File: config.mk
export PLATFORM = sky130hd
export DESIGN_NAME = morph_window_filter_flat
export DESIGN_NICKNAME = d
export VERILOG_FILES = /design/src/rtl/morph_window_filter_if.sv /design/src/rtl/morph_window_filter.sv /design/src/flat_wrapper.sv
export SDC_FILE = /design/constraint.sdc
export NUM_CORES = 1
export LEC_CHECK = 0
export BUFFER_PORTS_ARGS = -buffer_cell sky130_fd_sc_hd__buf_4
export CAP_MARGIN = 0
export CORE_MARGIN = 5
export CORE_UTILIZATION = 51
export DETAILED_ROUTE_END_ITERATION = 12
export MAX_ROUTING_LAYER = met4
export PLACE_DENSITY = 0.64
export REMOVE_ABC_BUFFERS = 1
export SYNTH_ARGS = -nofsm -noshare
export SYNTH_HDL_FRONTEND = slang
export SYNTH_SLANG_ARGS = --single-unit
File: constraint.sdc
create_clock -name clock -period 7.7 [get_ports clock]
set_clock_uncertainty 0.05 [all_clocks]
set_input_delay 0 -clock clock [delete_from_list [all_inputs] [get_ports clock]]
set_output_delay 0 -clock clock [all_outputs]
set_load 0.05 [all_outputs]
File: src/rtl/morph_window_filter_if.sv
// Pixel stream bundle: one pixel per valid cycle in raster order, sof marks (0,0).
// The master modport drives the stream and the slave modport consumes it, so one
// filter stage's output can feed the next stage's input directly.
interface morph_window_filter_if #(
   parameter int unsigned PIX_W = 1
) ();

   logic             valid;
   logic             sof;
   logic [PIX_W-1:0] pixel;

   modport master (
      output valid,
      output sof,
      output pixel
   );

   modport slave (
      input valid,
      input sof,
      input pixel
   );

endinterface

File: src/rtl/morph_window_filter.sv
// Streaming binary/greyscale morphology over a causal 2x2 window.
// Erode outputs the window minimum and dilate the window maximum. Pass forwards the pixel.
// Neighbours above row 0 or left of column 0 do not exist and are left out of the window.
// All outputs are registered, so each stage adds exactly one cycle of latency.
module morph_window_filter #(
   parameter int unsigned IMG_W = 160,
   parameter int unsigned IMG_H = 120,
   parameter int unsigned PIX_W = 1
) (
   input  logic                  clock,
   input  logic                  reset_n,
   input  logic [1:0]            mode,
   morph_window_filter_if.slave  in_if,
   morph_window_filter_if.master out_if,
   output logic                  frame_done,
   output logic [1:0]            active_mode
);

   localparam int unsigned ColW = (IMG_W > 2) ? $clog2(IMG_W) : 1;
   localparam int unsigned RowW = (IMG_H > 2) ? $clog2(IMG_H) : 1;
   localparam logic [ColW-1:0] ColLast = ColW'(IMG_W - 1);
   localparam logic [RowW-1:0] RowLast = RowW'(IMG_H - 1);

   typedef enum logic [1:0] {
      OpPass   = 2'b00,
      OpErode  = 2'b01,
      OpDilate = 2'b10,
      OpPassHi = 2'b11
   } op_e;

   // Position of the next valid pixel
   logic [ColW-1:0]  col_q, col_d;
   logic [RowW-1:0]  row_q, row_d;

   // Row r-1 plus the two registered window taps
   logic [PIX_W-1:0] line_buf_q [IMG_W];
   logic [PIX_W-1:0] left_q;
   logic [PIX_W-1:0] upleft_q;

   logic [1:0]       active_mode_q;

   logic             out_valid_q;
   logic             out_sof_q;
   logic             frame_done_q;
   logic [PIX_W-1:0] out_pixel_q;

   logic [ColW-1:0]  cur_col;
   logic [RowW-1:0]  cur_row;
   logic             at_origin;
   logic             at_last;
   logic [PIX_W-1:0] up_pix;
   logic [PIX_W-1:0] win_min;
   logic [PIX_W-1:0] win_max;
   op_e              eff_op;
   logic [PIX_W-1:0] result;

   // Resolve where the current pixel sits; sof overrides the counters
   always_comb begin
      cur_col = col_q;
      cur_row = row_q;
      if (in_if.sof) begin
         cur_col = '0;
         cur_row = '0;
      end
      at_origin = (cur_col == '0) && (cur_row == '0);
      at_last   = (cur_col == ColLast) && (cur_row == RowLast);
   end

   assign up_pix = line_buf_q[cur_col];

   // Window min/max; the centre pixel is always present, so missing taps just leave it unchanged
   always_comb begin
      win_min = in_if.pixel;
      win_max = in_if.pixel;
      if (cur_col != '0) begin
         if (left_q < win_min) win_min = left_q;
         if (left_q > win_max) win_max = left_q;
      end
      if (cur_row != '0) begin
         if (up_pix < win_min) win_min = up_pix;
         if (up_pix > win_max) win_max = up_pix;
      end
      if ((cur_col != '0) && (cur_row != '0)) begin
         if (upleft_q < win_min) win_min = upleft_q;
         if (upleft_q > win_max) win_max = upleft_q;
      end
   end

   // Pixel (0,0) already runs with the freshly sampled mode
   always_comb begin
      eff_op = op_e'(at_origin ? mode : active_mode_q);
      result = in_if.pixel;
      unique case (eff_op)
         OpErode:  result = win_min;
         OpDilate: result = win_max;
         OpPass:   result = in_if.pixel;
         OpPassHi: result = in_if.pixel;
      endcase
   end

   // Raster counters advance only on valid pixels and wrap after the last pixel of the frame
   always_comb begin
      col_d = col_q;
      row_d = row_q;
      if (in_if.valid) begin
         if (cur_col == ColLast) begin
            col_d = '0;
            row_d = (cur_row == RowLast) ? '0 : cur_row + RowW'(1);
         end else begin
            col_d = cur_col + ColW'(1);
            row_d = cur_row;
         end
      end
   end

   // Control state and registered outputs
   always_ff @(posedge clock) begin
      if (!reset_n) begin
         col_q         <= '0;
         row_q         <= '0;
         active_mode_q <= 2'b00;
         out_valid_q   <= 1'b0;
         out_sof_q     <= 1'b0;
         frame_done_q  <= 1'b0;
         out_pixel_q   <= '0;
      end else begin
         col_q        <= col_d;
         row_q        <= row_d;
         out_valid_q  <= in_if.valid;
         out_sof_q    <= in_if.valid & at_origin;
         frame_done_q <= in_if.valid & at_last;
         if (in_if.valid) begin
            out_pixel_q <= result;
         end
         if (in_if.valid && at_origin) begin
            active_mode_q <= mode;
         end
      end
   end

   // Window storage; stale contents are masked for row 0 and column 0, so no reset is needed
   always_ff @(posedge clock) begin
      if (in_if.valid) begin
         upleft_q            <= up_pix;
         left_q              <= in_if.pixel;
         line_buf_q[cur_col] <= in_if.pixel;
      end
   end

   assign out_if.valid = out_valid_q;
   assign out_if.sof   = out_sof_q;
   assign out_if.pixel = out_pixel_q;
   assign frame_done   = frame_done_q;
   assign active_mode  = active_mode_q;

endmodule

File: src/flat_wrapper.sv
// flat-port wrapper written by rule: the top's interface ports become plain ports
module morph_window_filter_flat 
#(
   parameter int unsigned IMG_W = 160,
   parameter int unsigned IMG_H = 120,
   parameter int unsigned PIX_W = 1
)
  (clock, reset_n, mode, frame_done, active_mode, in_if_valid, in_if_sof, in_if_pixel, out_if_valid, out_if_sof, out_if_pixel);
  morph_window_filter_if #(.PIX_W(PIX_W)) in_if_i ();
  morph_window_filter_if #(.PIX_W(PIX_W)) out_if_i ();
  input  logic clock;
  input  logic reset_n;
  input  logic [1:0] mode;
  output logic frame_done;
  output logic [1:0] active_mode;
  input wire logic [$bits(in_if_i.valid)-1:0] in_if_valid;
  input wire logic [$bits(in_if_i.sof)-1:0] in_if_sof;
  input wire logic [$bits(in_if_i.pixel)-1:0] in_if_pixel;
  output wire logic [$bits(out_if_i.valid)-1:0] out_if_valid;
  output wire logic [$bits(out_if_i.sof)-1:0] out_if_sof;
  output wire logic [$bits(out_if_i.pixel)-1:0] out_if_pixel;
  assign in_if_i.valid = in_if_valid;
  assign in_if_i.sof = in_if_sof;
  assign in_if_i.pixel = in_if_pixel;
  assign out_if_valid = out_if_i.valid;
  assign out_if_sof = out_if_i.sof;
  assign out_if_pixel = out_if_i.pixel;
  morph_window_filter #(.IMG_W(IMG_W), .IMG_H(IMG_H), .PIX_W(PIX_W)) u_core (.clock(clock), .reset_n(reset_n), .mode(mode), .in_if(in_if_i), .out_if(out_if_i), .frame_done(frame_done), .active_mode(active_mode));
endmodule
# == Word-level counts from Yosys, hierarchy flattened ==
# Memory sizes are Yosys's and may differ from the RTL's.
# Index checks and enable logic that the tools add are counted.
# op_classes
addsub,2
order_cmp,6
n_eq_ne,5
mux,21
bitwise,2
reduce_logical,10
# ops
cell,count
$mux 7,3
$mux 8,2
$mux 1,14
$add 8x1->8 const B,1
$eq 8x8->1 const B,1
$logic_not 8->1,1
$reduce_bool 8->1,1
$add 7x1->7 const B,1
$eq 7x7->1 const B,1
$logic_not 7->1,1
$reduce_bool 7->1,1
$eq 2x2->1 const B,2
$logic_and 1x1->1,4
$gt 1x1->1,3
$lt 1x1->1,3
$pmux 1 s3,1
$and 1x1->1,2
$eq 2x1->1 const B,1
$logic_not 2->1,1
$mux 2,1
$reduce_or 2->1,1
# totals
ff_bits,23
ram_bits,160
inputBits,7
out_inout_bits,6
word_cells,56
n_memories,1
# memory_table
name,words,word_bits,rd,rd_ports_with_merged_regs,wr,line_no,text
u_core.line_buf_q,160,1,1,0,1,morph_window_filter.sv:36,logic [PIX_W-1:0] line_buf_q [IMG_W];

# == Depth between registers and ports, before layout ==
# Gate-level depths: netlist of the first run.
# depth
word_depth,10
depth_mapped,17
ltp_nobuf,13

# == Least setup slack after synthesis of the first run ==
# No wires, ideal clock.
# synth_path
path_type,register -> register
start,reg u_core.col_q[1]
end,"reg u_core.out_pixel_q, in the netlist u_core.out_if.pixel"
setup_time_ns,0.088
t_arrival_ns,2.647
t_required_ns,7.562
path_slack_ns,4.915
path_stages_with_launch,16
n_path_buf,2
synth_period_minus_slack_ns,2.785
cell_sequence,dfxtp_1 -> nor2b_2 -> inv_1 -> buf_1 -> ha_1 -> buf_2 -> nand2_1 -> nor2_1 -> nand2_1 -> mux2i_1 -> inv_1 -> ha_1 -> a21oi_1 -> o32ai_1 -> nand2b_1 -> o32ai_2
# synth_between
elab_chain_len,10
elab_cells_between_ends,27
classes_between,4 x order compare; 3 x eq/ne; 13 x mux; 6 x reduce/logical; 1 x memory
# synth_rtl
element,line_no,text
start: declaration,morph_window_filter.sv:32,"logic [ColW-1:0] col_q, col_d;"
start signal: assignment,morph_window_filter.sv:127,col_q <= col_d;
$mux 8 (*),morph_window_filter.sv:61,if (in_if.sof) begin
branches (longest 8 deep; another with $mem_v2 160x1),-,
$pmux 1 s3 (*),morph_window_filter.sv:93,unique case (eff_op)
end signal: assignment,morph_window_filter.sv:133,out_pixel_q <= result;
end: declaration,morph_window_filter.sv:45,logic [PIX_W-1:0] out_pixel_q;
# Mark *: on every way between the ends.
# A chain may end at the register's enable or synchronous reset.

# == Worst setup path in the final report of the first run ==
# layout_path
start,reg u_core.col_q[0]
end,"reg u_core.out_pixel_q, in the netlist u_core.out_if.pixel"
# Same word-level chain as after synthesis.

==> results.tsv, run 1 <==
stage	metric	value	unit
worst_setup_path	Startpoint Class	flop	
placement	DP HPWL	14.0	mm
route	Via density	6.21	
synthesis	async set or reset register ratio after synthesis	0	
worst_setup_path	Critical Path RT	8.00	ns
synthesis	Post-synth EDFFs	162	
synthesis	Yosys cell types	76	
global_routing	first-pass GRT wire length	34.3	mm
floorplan	IO Count	13	
cts	clock tree buffer depth	2	
power_and_ir_drop	Pint	1.57	mW
layout	Core Util, Final	0.571	
timing	Achievable Freq	0.222	GHz
hold_path	Min-Delay Path Class	in -> reg	
timing	setup TNS	0	ns
synthesis	Synth Warn #	0	
cts	Post-CTS Setup Inserts	0	
placement	final RePlAce weighted congestion	0.904	
layout	nets	782	
route	total number of vias	6206	
worst_setup_path	CP Data Arrival Time	4.80	ns
worst_setup_path	Crit path largest cell delay	0.77	ns
cts	Worst-path clk slew	0.07	ns
cts	CTS tree	yes	
layout	n_diodes	0	
synthesis	sequential fraction of the synthesis area	0.605	
synthesis	Main synth FF type	edfxtp_1	
floorplan	die footprint	0.0199	sq mm
floorplan	Die H	141	microns
power_and_ir_drop	P_leak	2.99	nW
layout	most frequent cells in the layout	nor2_1, edfxtp_1, nand2_1	
global_routing	gr usage total	0.234	
placement	Port Buffers	12	
timing	fin crit period	4.50	ns
worst_setup_path	Worst setup EP type	flop	
floorplan	DIE WIDTH	141	microns
cts	number of buffers created by CTS	17	
synthesis	Post-Synthesis Cell Area	0.00874	sq mm
timing	Tcrit/Tclk final	0.585	
synthesis	syn_area_per_cell	11.3	sq um
worst_setup_path	Worst path slowest cell	nor2b_4	
timing	final setup vio count	0	
power_and_ir_drop	Flop pwr share	0.531	
global_routing	largest net degree at the start of global routing	113	
power_and_ir_drop	VDD IR max	0.208	mV
cts	Clock Sinks	183	
cts	CTS H-Tree Depth	4	
synthesis	Cells after Synth	772	
power_and_ir_drop	Power Density	214	mW/mm^2
worst_setup_path	Setup CP Type	reg -> reg	
global_routing	grt total ovfl	0	
cts	CTS root buffer	clkbuf_16	
power_and_ir_drop	power share of the combinational group	0.053	
power_and_ir_drop	switching power	472	uW
timing	Final Hold Viols	0	
timing	Worst-Margin Slew	1.04	ns
layout	share of cells above drive strength 1	0.109	
power_and_ir_drop	sw frac	0.231	
route	DR iter-0 viols	767	
route	DRC viols	0	
power_and_ir_drop	Clock power frac	0.416	
layout	Finished Layout Cells	1000	
timing	unrepaired setup endpoints after global routing	false	
route	wire length per cell	22.1	microns
global_routing	initial antenna violation count	0	
outcome	status	complete, no violations	
global_routing	number of global-route vias before repair	5989	
floorplan	Initial Util	0.523	
cts	clock latency on the worst-skew pair	0.43	ns
synthesis	flops & latches, synth	183	
route	Routed Antenna Nets	0	
timing	Final Max Slew Viols	0	
floorplan	core area	0.0167	sq mm
floorplan	Rows	47	
job	max-cap viol count	0	
route	routed wire length	22.1	mm
layout	commonest non-fill, non-tap cell in the layout	nor2_1	
worst_setup_path	worst-path cell chain	buf_4 -> nor2b_4 -> clkinv_4 -> ha_1 -> nand2_1 -> nor2_1 -> nand2_1 -> mux2i_1 -> inv_1 -> ha_1 -> a21oi_1 -> o32ai_1 -> nand2b_1 -> o32ai_2	
worst_setup_path	crit-path max FO	62	
timing	Max-slew headroom	0.306	
placement	Placed Cells	960	
layout	Area Growth Syn to Fin	9.15	%
route	first-pass iteration count of the detailed router	5	
metrics by stage:
stage	hold WS [ns]	area, sq um	setup WS, ns	power (mW)
after global routing	0.167	9540	2.94	2.11
after global placement	0.217	8890	3.57	1.21
after detailed placement	0.226	8890	3.32	1.21
after CTS	0.116	9540	3.28	2.05
after floorplan	0.0489	8470	3.19	1.17
final	0.150	9540	3.20	2.04
cells in the mapped netlist, types with 5 or more instances:
master    count  area (sq um)
o221ai_1      5          43.8
mux2i_1      41           410
buf_4         7          52.6
nand4_1       8          50.1
nand3_1      31           155
ha_1          8           100
nor2_1      184           691
nor2b_1      21           131
a211oi_1      5          37.5
mux2_2       12           135
mux4_2        6           135
o22ai_1       8          50.1
buf_2        14          70.1
clkbuf_1     23          86.3
nand2_1      56           210
o211ai_1      8          60.1
a21oi_1      19          95.1
dfxtp_1      21           420
edfxtp_1    162          4860
inv_1         9          33.8
nor3_1        7          35.0
and3_1        5          31.3
o21ai_0      28           140
power groups by stage:
stage,clock network (mW),logic [mW],registers [mW]
floorplan,0,0.0464,1.12
CTS,0.859,0.107,1.08
detailed placement,0,0.102,1.11
global route,0.909,0.115,1.08
finish,0.850,0.109,1.08
global placement,0,0.0994,1.11
registers in the layout (all words and copies together) (netlist names):
signal / flops
u_core.col_q: 8
u_core.frame_done: 1
u_core.out_if.valid: 1
u_core.upleft_q: 1
u_core.left_q: 1
u_core.line_buf_q: 160
u_core.out_if.pixel: 1
u_core.active_mode: 2
u_core.out_if.sof: 1
u_core.row_q: 7
timing repair:
| item | CTS | global route |
|---|---|---|
| endpoints found under the hold margin | 74 | 0 |
| hold buffers | 8 | 0 |
| gates resized for setup | 0 | 0 |
critical path, delay by kind of cell (launching register included):
family          cells  cell delay, ns
simple gates        5            1.32
fa+ha+maj           2            0.70
compound gates      3            0.64
flops               1            0.31
buf+inv             3            1.07
mux                 1            0.27
final timing paths:
check                        endpoint  slack, ns             from  depth (start not counted)
setup / recovery  u_core.out_if.pixel       3.20  u_core.col_q[0]                         14
hold / removal        u_core.row_q[6]       0.15        in_if_sof                          4
setup reg to reg  u_core.out_if.pixel       3.20  u_core.col_q[0]                         14
hold reg to reg       u_core.row_q[0]       0.45  u_core.row_q[0]                          2
metal layers:
metal,track usage,wire [microns],vias up
li1,-,-,2798
met1,0.307,9290,3089
met2,0.364,10700,275
met3,0.0555,1650,44
met4,0.0719,453,0
met5,-,0,-
cells by family (layout without fill, tap and decap cells):
family / after synthesis / count (layout) / synth area share
xor+xnor: 1 / 1 / 0.00100
mux: 61 / 61 / 0.0804
flops: 183 / 183 / 0.605
compound gates: 113 / 113 / 0.0888
buf+inv: 63 / 71 / 0.0365
fa+ha+maj: 8 / 8 / 0.0115
simple gates: 343 / 343 / 0.177
layout make-up:
class                   count  area, sq um
clock buffers              17          425
clock inverters            15          140
fillers                  1428         7160
inverters                  11         46.3
multi-input cells         526         3140
flip-flops and latches    183         5290
well taps                 220          275
repair buffers             28          230
Note: power is estimated with default switching activity, not from simulation.
==> run 2: changes to the inputs <==
ABC_AREA = 1   (was default)
clock period = 4.4 ns   (was 7.7 ns; I/O delays follow)
==> run 2 against run 1 <==
Critical endpoint is now u_core.row_q[2]. Critical path type unchanged. Synthesized area is 1.2% higher. Hold slack worse by 0.094 ns. Maximum frequency is 51% higher. Die area is 1.1% higher. Wire length is 4.5% higher. Combinational power is 98% higher. Non-clock buffer count is 3 lower. Final area is 1.7% higher. Sequential share of layout area is 0.93 points lower. Register-to-register slack worse by 1.8 ns. Via count is 10% higher. Power is 78% higher.
==> results.tsv, run 2 <==
stage	metric	value	unit
synthesis	Post-synth EDFFs	162	
timing	final setup vio count	0	
synthesis	flops & latches, synth	183	
worst_setup_path	crit-path most repeated cell	inv_1	
cts	CTS root buffer	clkbuf_16	
cts	CTS tree	yes	
synthesis	Cells after Synth	995	
global_routing	grt total ovfl	0	
synthesis	Synth Area in XOR/XNOR	0.00198	
route	wire length per cell	18.7	microns
cts	CTS H-Tree Depth	4	
timing	Tcrit/Tclk final	0.680	
cts	clock latency on the worst-skew pair	0.44	ns
route	first-pass iteration count of the detailed router	6	
worst_setup_path	CP Data Arrival Time	3.27	ns
global_routing	largest net degree at the start of global routing	111	
synthesis	async set or reset register ratio after synthesis	0	
layout	biggest regs	u_core.line_buf_q (160), u_core.col_q (8), u_core.row_q (7)	
synthesis	Main synth FF type	edfxtp_1	
worst_setup_path	Crit path largest cell delay	0.70	ns
placement	DP HPWL	14.7	mm
outcome	status	complete, no violations	
layout	design area	0.00970	sq mm
global_routing	number of global-route vias before repair	6553	
worst_setup_path	crit-path max FO	32	
floorplan	IO Count	13	
cts	Worst-path clk slew	0.07	ns
hold_path	hold worst-path end	u_core.col_q[4]	
synthesis	top-count cell post-synth	nand2_1	
power_and_ir_drop	P_leak	3.55	nW
cts	Clock Sinks	183	
route	DR iter-0 viols	803	
worst_setup_path	Worst setup EP type	flop	
synthesis	simple-gate area share of the yosys netlist	0.293	
synthesis	cell accounting for the most synthesized area	edfxtp_1	
worst_setup_path	Setup CP Type	reg -> reg	
placement	Placed Cells	1198	
layout	Biggest register	u_core.line_buf_q	
route	DRC viols	0	
route	total number of vias	6853	
synthesis	Synth Warn #	0	
synthesis	compound-cell area share of the yosys netlist	0.0403	
synthesis	adder-cell share of the synthesized area	0.0113	
synthesis	list of most frequent post-synthesis cells	nand2_1, nor2_1, edfxtp_1	
timing	WHS	0.0560	ns
worst_setup_path	Worst R2R Setup Slack	1.41	ns
timing	fin crit period	2.99	ns
route	routed wire length	23.1	mm
worst_setup_path	cells on worst reg2reg path	13	
layout	Finished Layout Cells	1236	
global_routing	first-pass GRT wire length	36.2	mm
floorplan	die footprint	0.0201	sq mm
worst_setup_path	worst-path cell chain	inv_1 -> nor2_2 -> buf_4 -> ha_1 -> inv_1 -> nor2_1 -> inv_1 -> nor2_1 -> inv_1 -> nor2_2 -> nand2_1 -> o21ai_0 -> a21oi_1	
global_routing	initial antenna violation count	0	
synthesis	main area contributors after synthesis	edfxtp_1, nand2_1, nor2_1	
floorplan	Die H	142	microns
timing	Max-slew headroom	0.320	
hold_path	Worst Hold Depth	3	
cts	number of buffers created by CTS	17	
global_routing	gr usage total	0.245	
hold_path	Hold Crit Start	in_if_sof	
route	Routed Antenna Nets	0	
floorplan	DIE WIDTH	142	microns
placement	final RePlAce weighted congestion	0.962	
synthesis	post-synthesis mux area share	0	
timing	unrepaired setup endpoints after global routing	false	
job	max-cap viol count	0	
synthesis	sequential fraction of the synthesis area	0.598	
worst_setup_path	r2r startpoint	u_core.col_q[0]	
synthesis	Post-Synthesis Cell Area	0.00884	sq mm
timing	Final Max Slew Viols	0	
timing	Final Hold Viols	0	
timing	Achievable Freq	0.334	GHz
placement	area post-placement	0.00907	sq mm
worst_setup_path	CP Launch Point	u_core.col_q[0]	
layout	share of cells above drive strength 1	0.0821	
layout	n_diodes	0	
synthesis	largest family of logic cells by synthesized area	simple AND/OR/NAND/NOR gates	
layout	Filler Cell Count	1574	
floorplan	core area	0.0172	sq mm
layout	Area Growth Syn to Fin	9.74	%
floorplan	Initial Util	0.515	
hold_path	Min-Delay Path Class	in -> reg	
power_and_ir_drop	VDD IR max	0.309	mV
synthesis	syn_area_per_cell	8.89	sq um
worst_setup_path	Worst path slowest cell	dfxtp_2	
placement	Port Buffers	12	
timing	setup TNS	0	ns
power_and_ir_drop	Power Density	374	mW/mm^2
floorplan	Rows	48	
layout	most frequent cells in the layout	nand2_1, nor2_1, edfxtp_1	
layout	nets	1013	
route	Via density	5.54	
worst_setup_path	Critical Path RT	4.68	ns
worst_setup_path	worst reg2reg endpoint	u_core.row_q[2]	
layout	commonest non-fill, non-tap cell in the layout	nand2_1	
worst_setup_path	Startpoint Class	flop	
cts	clock tree buffer depth	2	
synthesis	Synth top area share	0.550	
layout	max FFs per register	160	
synthesis	Yosys cell types	37	
timing	Worst-Margin Slew	1.02	ns
==> run 2: report_power, final <==
group | internal (mW) | switching (mW) | leakage (nW) | total, mW
Sequential | 1.90 | 0.0109 | 1.63 | 1.91
Combinational | 0.0580 | 0.158 | 1.65 | 0.216
Clock | 0.796 | 0.711 | 0.276 | 1.51
Total | 2.75 | 0.879 | 3.55 | 3.63
==> run 2: layer usage <==
metal / vias to the layer above / wire length [microns] / track usage / share of wire
met5: - / 0 / - / 0
met4: 0 / 467 / 0.0859 / 0.020
met3: 45 / 1530 / 0.0438 / 0.066
met2: 263 / 10700 / 0.367 / 0.47
met1: 3277 / 10400 / 0.338 / 0.45
li1: 3268 / - / - / -
==> run 2: critical path, delay by kind of cell (launching register included) <==
family                     cells  cell delay (ns)
adders and majority gates      1             0.24
AOI/OAI and AO/OA              2             0.22
DFF                            1             0.70
and+or+nand+nor                5             0.77
buffers and inverters          5             0.89
==> run 2: cells by family after synthesis <==
| group | after synthesis |
|---|---|
| buffers and inverters | 120 |
| and+or+nand+nor | 618 |
| xor gates and xnor gates | 2 |
| adders and majority gates | 8 |
| DFF | 183 |
| AOI/OAI and AO/OA | 64 |
==> run 2: metrics by stage <==
| stage | power (mW) | worst slack (ns) | utilization |
|---|---|---|---|
| finish | 3.63 | 1.41 | 0.565 |
| global route | 3.74 | 1.11 | 0.565 |
| CTS | 3.63 | 1.41 | 0.565 |
| detailed placement | 2.15 | 1.37 | 0.528 |
| global placement | 2.15 | 1.49 | 0.528 |
| floorplan | 2.06 | 0.600 | - |
==> run 2: worst max-delay path by stage <==
| stage | endpoint | slack [ns] | cells after the start |
|---|---|---|---|
| final | u_core.row_q[2] | 1.41 | 13 |
| after global placement | u_core.row_q[2] | 1.49 | 14 |
| after CTS | u_core.row_q[2] | 1.41 | 13 |
| after detailed placement | u_core.row_q[2] | 1.37 | 14 |
| after global routing | u_core.row_q[2] | 1.11 | 13 |
| after floorplan | u_core.row_q[2] | 0.60 | 12 |
==> run 2: what timing repair did <==
action / 4_1_cts / 5_1_grt
resized for setup: 0 / 0
hold buffers: 6 / 0
setup buffers: 0 / 0
endpoints found under the hold margin: 14 / 0
==> run 2: area by class of cell <==
type / count / area [sq um] / share of cell area
clock buffer: 18 / 429 / 0.0442
clock inverter: 14 / 139 / 0.0143
timing repair buffer: 25 / 203 / 0.0209
multi-input combinational: 692 / 3070 / 0.316
sequential: 183 / 5290 / 0.545
tap: 225 / 282 / 0.0290
inverter: 79 / 299 / 0.0308
==> run 3: changes to the inputs <==
clock period = 3 ns   (was 4.4 ns; I/O delays follow)
==> run 3 against run 2 <==
Maximum frequency is 9.1% higher. Sequential power is 46% higher. Highest routed layer unchanged. Non-clock buffer count is 11 higher. Flip-flop and latch count stayed put. Global-route usage is 0.086 points higher. Sequential share of layout area is 0.53 points lower. Combinational power is 56% higher. Clock-buffer cell count is 1 higher. First-iteration DRC count is 6.8% lower.
==> results.tsv, run 3 (same netlist as run 2, synthesis figures left out) <==
stage	metric	value	unit
global_routing	met1 GRT Util	0.340	
worst_setup_path	CP Data Arrival Time	2.82	ns
cts	Worst-path clk slew	0.07	ns
floorplan	DIE WIDTH	142	microns
cts	CTS H-Tree Depth	4	
global_routing	gr busiest metal	met2	
cts	Clock Sinks	183	
power_and_ir_drop	Clock power frac	0.395	
job	max-cap viol count	0	
route	DR iter-0 viols	748	
power_and_ir_drop	switching power	1.22	mW
worst_setup_path	Setup CP Type	reg -> reg	
outcome	status	complete, no violations	
timing	setup TNS	0	ns
route	wire length per cell	18.5	microns
cts	clock latency on the worst-skew pair	0.43	ns
route	Routed Antenna Nets	0	
timing	unrepaired setup endpoints after global routing	false	
layout	Area Growth Syn to Fin	10.8	%
floorplan	IO Count	13	
timing	Tcrit/Tclk final	0.914	
layout	Finished Layout Cells	1246	
route	Via density	5.50	
floorplan	core area	0.0172	sq mm
route	total number of vias	6852	
worst_setup_path	Worst R2R Setup Slack	0.26	ns
floorplan	Initial Util	0.515	
global_routing	global routing usage on met2	0.373	
timing	fin crit period	2.74	ns
placement	Placed Cells	1209	
power_and_ir_drop	Power Density	527	mW/mm^2
placement	Port Buffers	12	
layout	n_diodes	0	
placement	DP HPWL	14.9	mm
worst_setup_path	Critical Path RT	3.08	ns
worst_setup_path	cells on worst reg2reg path	8	
timing	Worst-Margin Slew	0.862	ns
layout	biggest regs	u_core.line_buf_q (160), u_core.col_q (8), u_core.row_q (7)	
layout	Filler Cell Count	1619	
global_routing	met3 Use GR	0.0404	
layout	design area	0.00980	sq mm
layout	share of cells above drive strength 1	0.0891	
timing	final setup vio count	0	
power_and_ir_drop	Flop pwr share	0.540	
cts	CTS tree	yes	
timing	Final Max Slew Viols	0	
worst_setup_path	Worst setup EP type	flop	
route	routed wire length	23.0	mm
power_and_ir_drop	Pint	3.94	mW
layout	most frequent cells in the layout	nand2_1, nor2_1, edfxtp_1	
timing	Max-slew headroom	0.424	
cts	number of buffers created by CTS	17	
global_routing	largest net degree at the start of global routing	86	
global_routing	number of global-route vias before repair	6534	
timing	WHS	0.0631	ns
hold_path	Worst Hold Depth	3	
cts	post-CTS sizing	0	
route	DRC viols	0	
cts	clock tree buffer depth	2	
placement	area post-placement	0.00921	sq mm
timing	Achievable Freq	0.365	GHz
hold_path	Min-Delay Path Class	in -> reg	
cts	CTS root buffer	clkbuf_16	
layout	nets	1024	
route	first-pass iteration count of the detailed router	6	
worst_setup_path	crit-path max FO	9	
worst_setup_path	Startpoint Class	flop	
layout	commonest non-fill, non-tap cell in the layout	nand2_1	
layout	Biggest register	u_core.line_buf_q	
power_and_ir_drop	power share of the combinational group	0.065	
global_routing	initial antenna violation count	0	
floorplan	die footprint	0.0201	sq mm
timing	Final Hold Viols	0	
power_and_ir_drop	sw frac	0.237	
global_routing	first-pass GRT wire length	36.2	mm
power_and_ir_drop	P_leak	3.60	nW
floorplan	Rows	48	
power_and_ir_drop	VDD IR max	0.432	mV
layout	max FFs per register	160	
global_routing	gr usage total	0.245	
placement	final RePlAce weighted congestion	0.934	
global_routing	grt total ovfl	0	
floorplan	Die H	142	microns
run 3: critical path, stage by stage, from the launching register on:
cell and delay, ns:
dfxtp_1 0.44, inv_2 0.08, nor2_1 0.25, inv_2 0.11, nor2_2 0.41, inv_1 0.20, nor2_1 0.34, nand2_1 0.34
nor2_1 0.22
run 3: worst paths after layout:
kind,end,start
max,u_core.line_buf_q[24],u_core.col_q[3]
min,u_core.col_q[4],in_if_sof
max reg2reg,u_core.line_buf_q[24],u_core.col_q[3]
min reg2reg,u_core.row_q[5],u_core.row_q[5]
run 3: metrics by stage:
stage                     power, mW  worst slack (ns)  utilization
after detailed placement       3.17             0.331        0.536
after global placement         3.17             0.354        0.536
after global routing           5.35            0.0666        0.570
final                          5.17             0.257        0.570
after CTS                      5.20             0.298        0.570
after floorplan                3.02            -0.800            -
run 3: power groups by stage:
stage	logic [mW]	clock network [mW]	registers [mW]
final	0.337	2.04	2.79
after global routing	0.373	2.19	2.79
after CTS	0.335	2.07	2.79
after detailed placement	0.327	0	2.85
after global placement	0.325	0	2.85
after floorplan	0.153	0	2.87
run 3: cell type report:
cell class / instances / area (sq um) / area share
flip-flops and latches: 183 / 5290 / 0.540
multi-input cells: 692 / 3070 / 0.313
clock buffers: 19 / 433 / 0.0442
repair buffers: 36 / 335 / 0.0342
inverters: 79 / 299 / 0.0305
well taps: 225 / 282 / 0.0287
clock inverters: 12 / 97.6 / 0.00996
run 3: repair_timing:
action	CTS	global route
endpoints found under the hold margin	14	0
buffers inserted	0	0
hold buffers	6	0
run 3: routing by layer:
layer | up-vias | wire length (microns) | share of wire
met1 | 3289 | 10400 | 0.45
met5 | - | 0 | 0
met2 | 233 | 10700 | 0.47
met3 | 42 | 1380 | 0.060
li1 | 3288 | - | -
met4 | 0 | 562 | 0.024
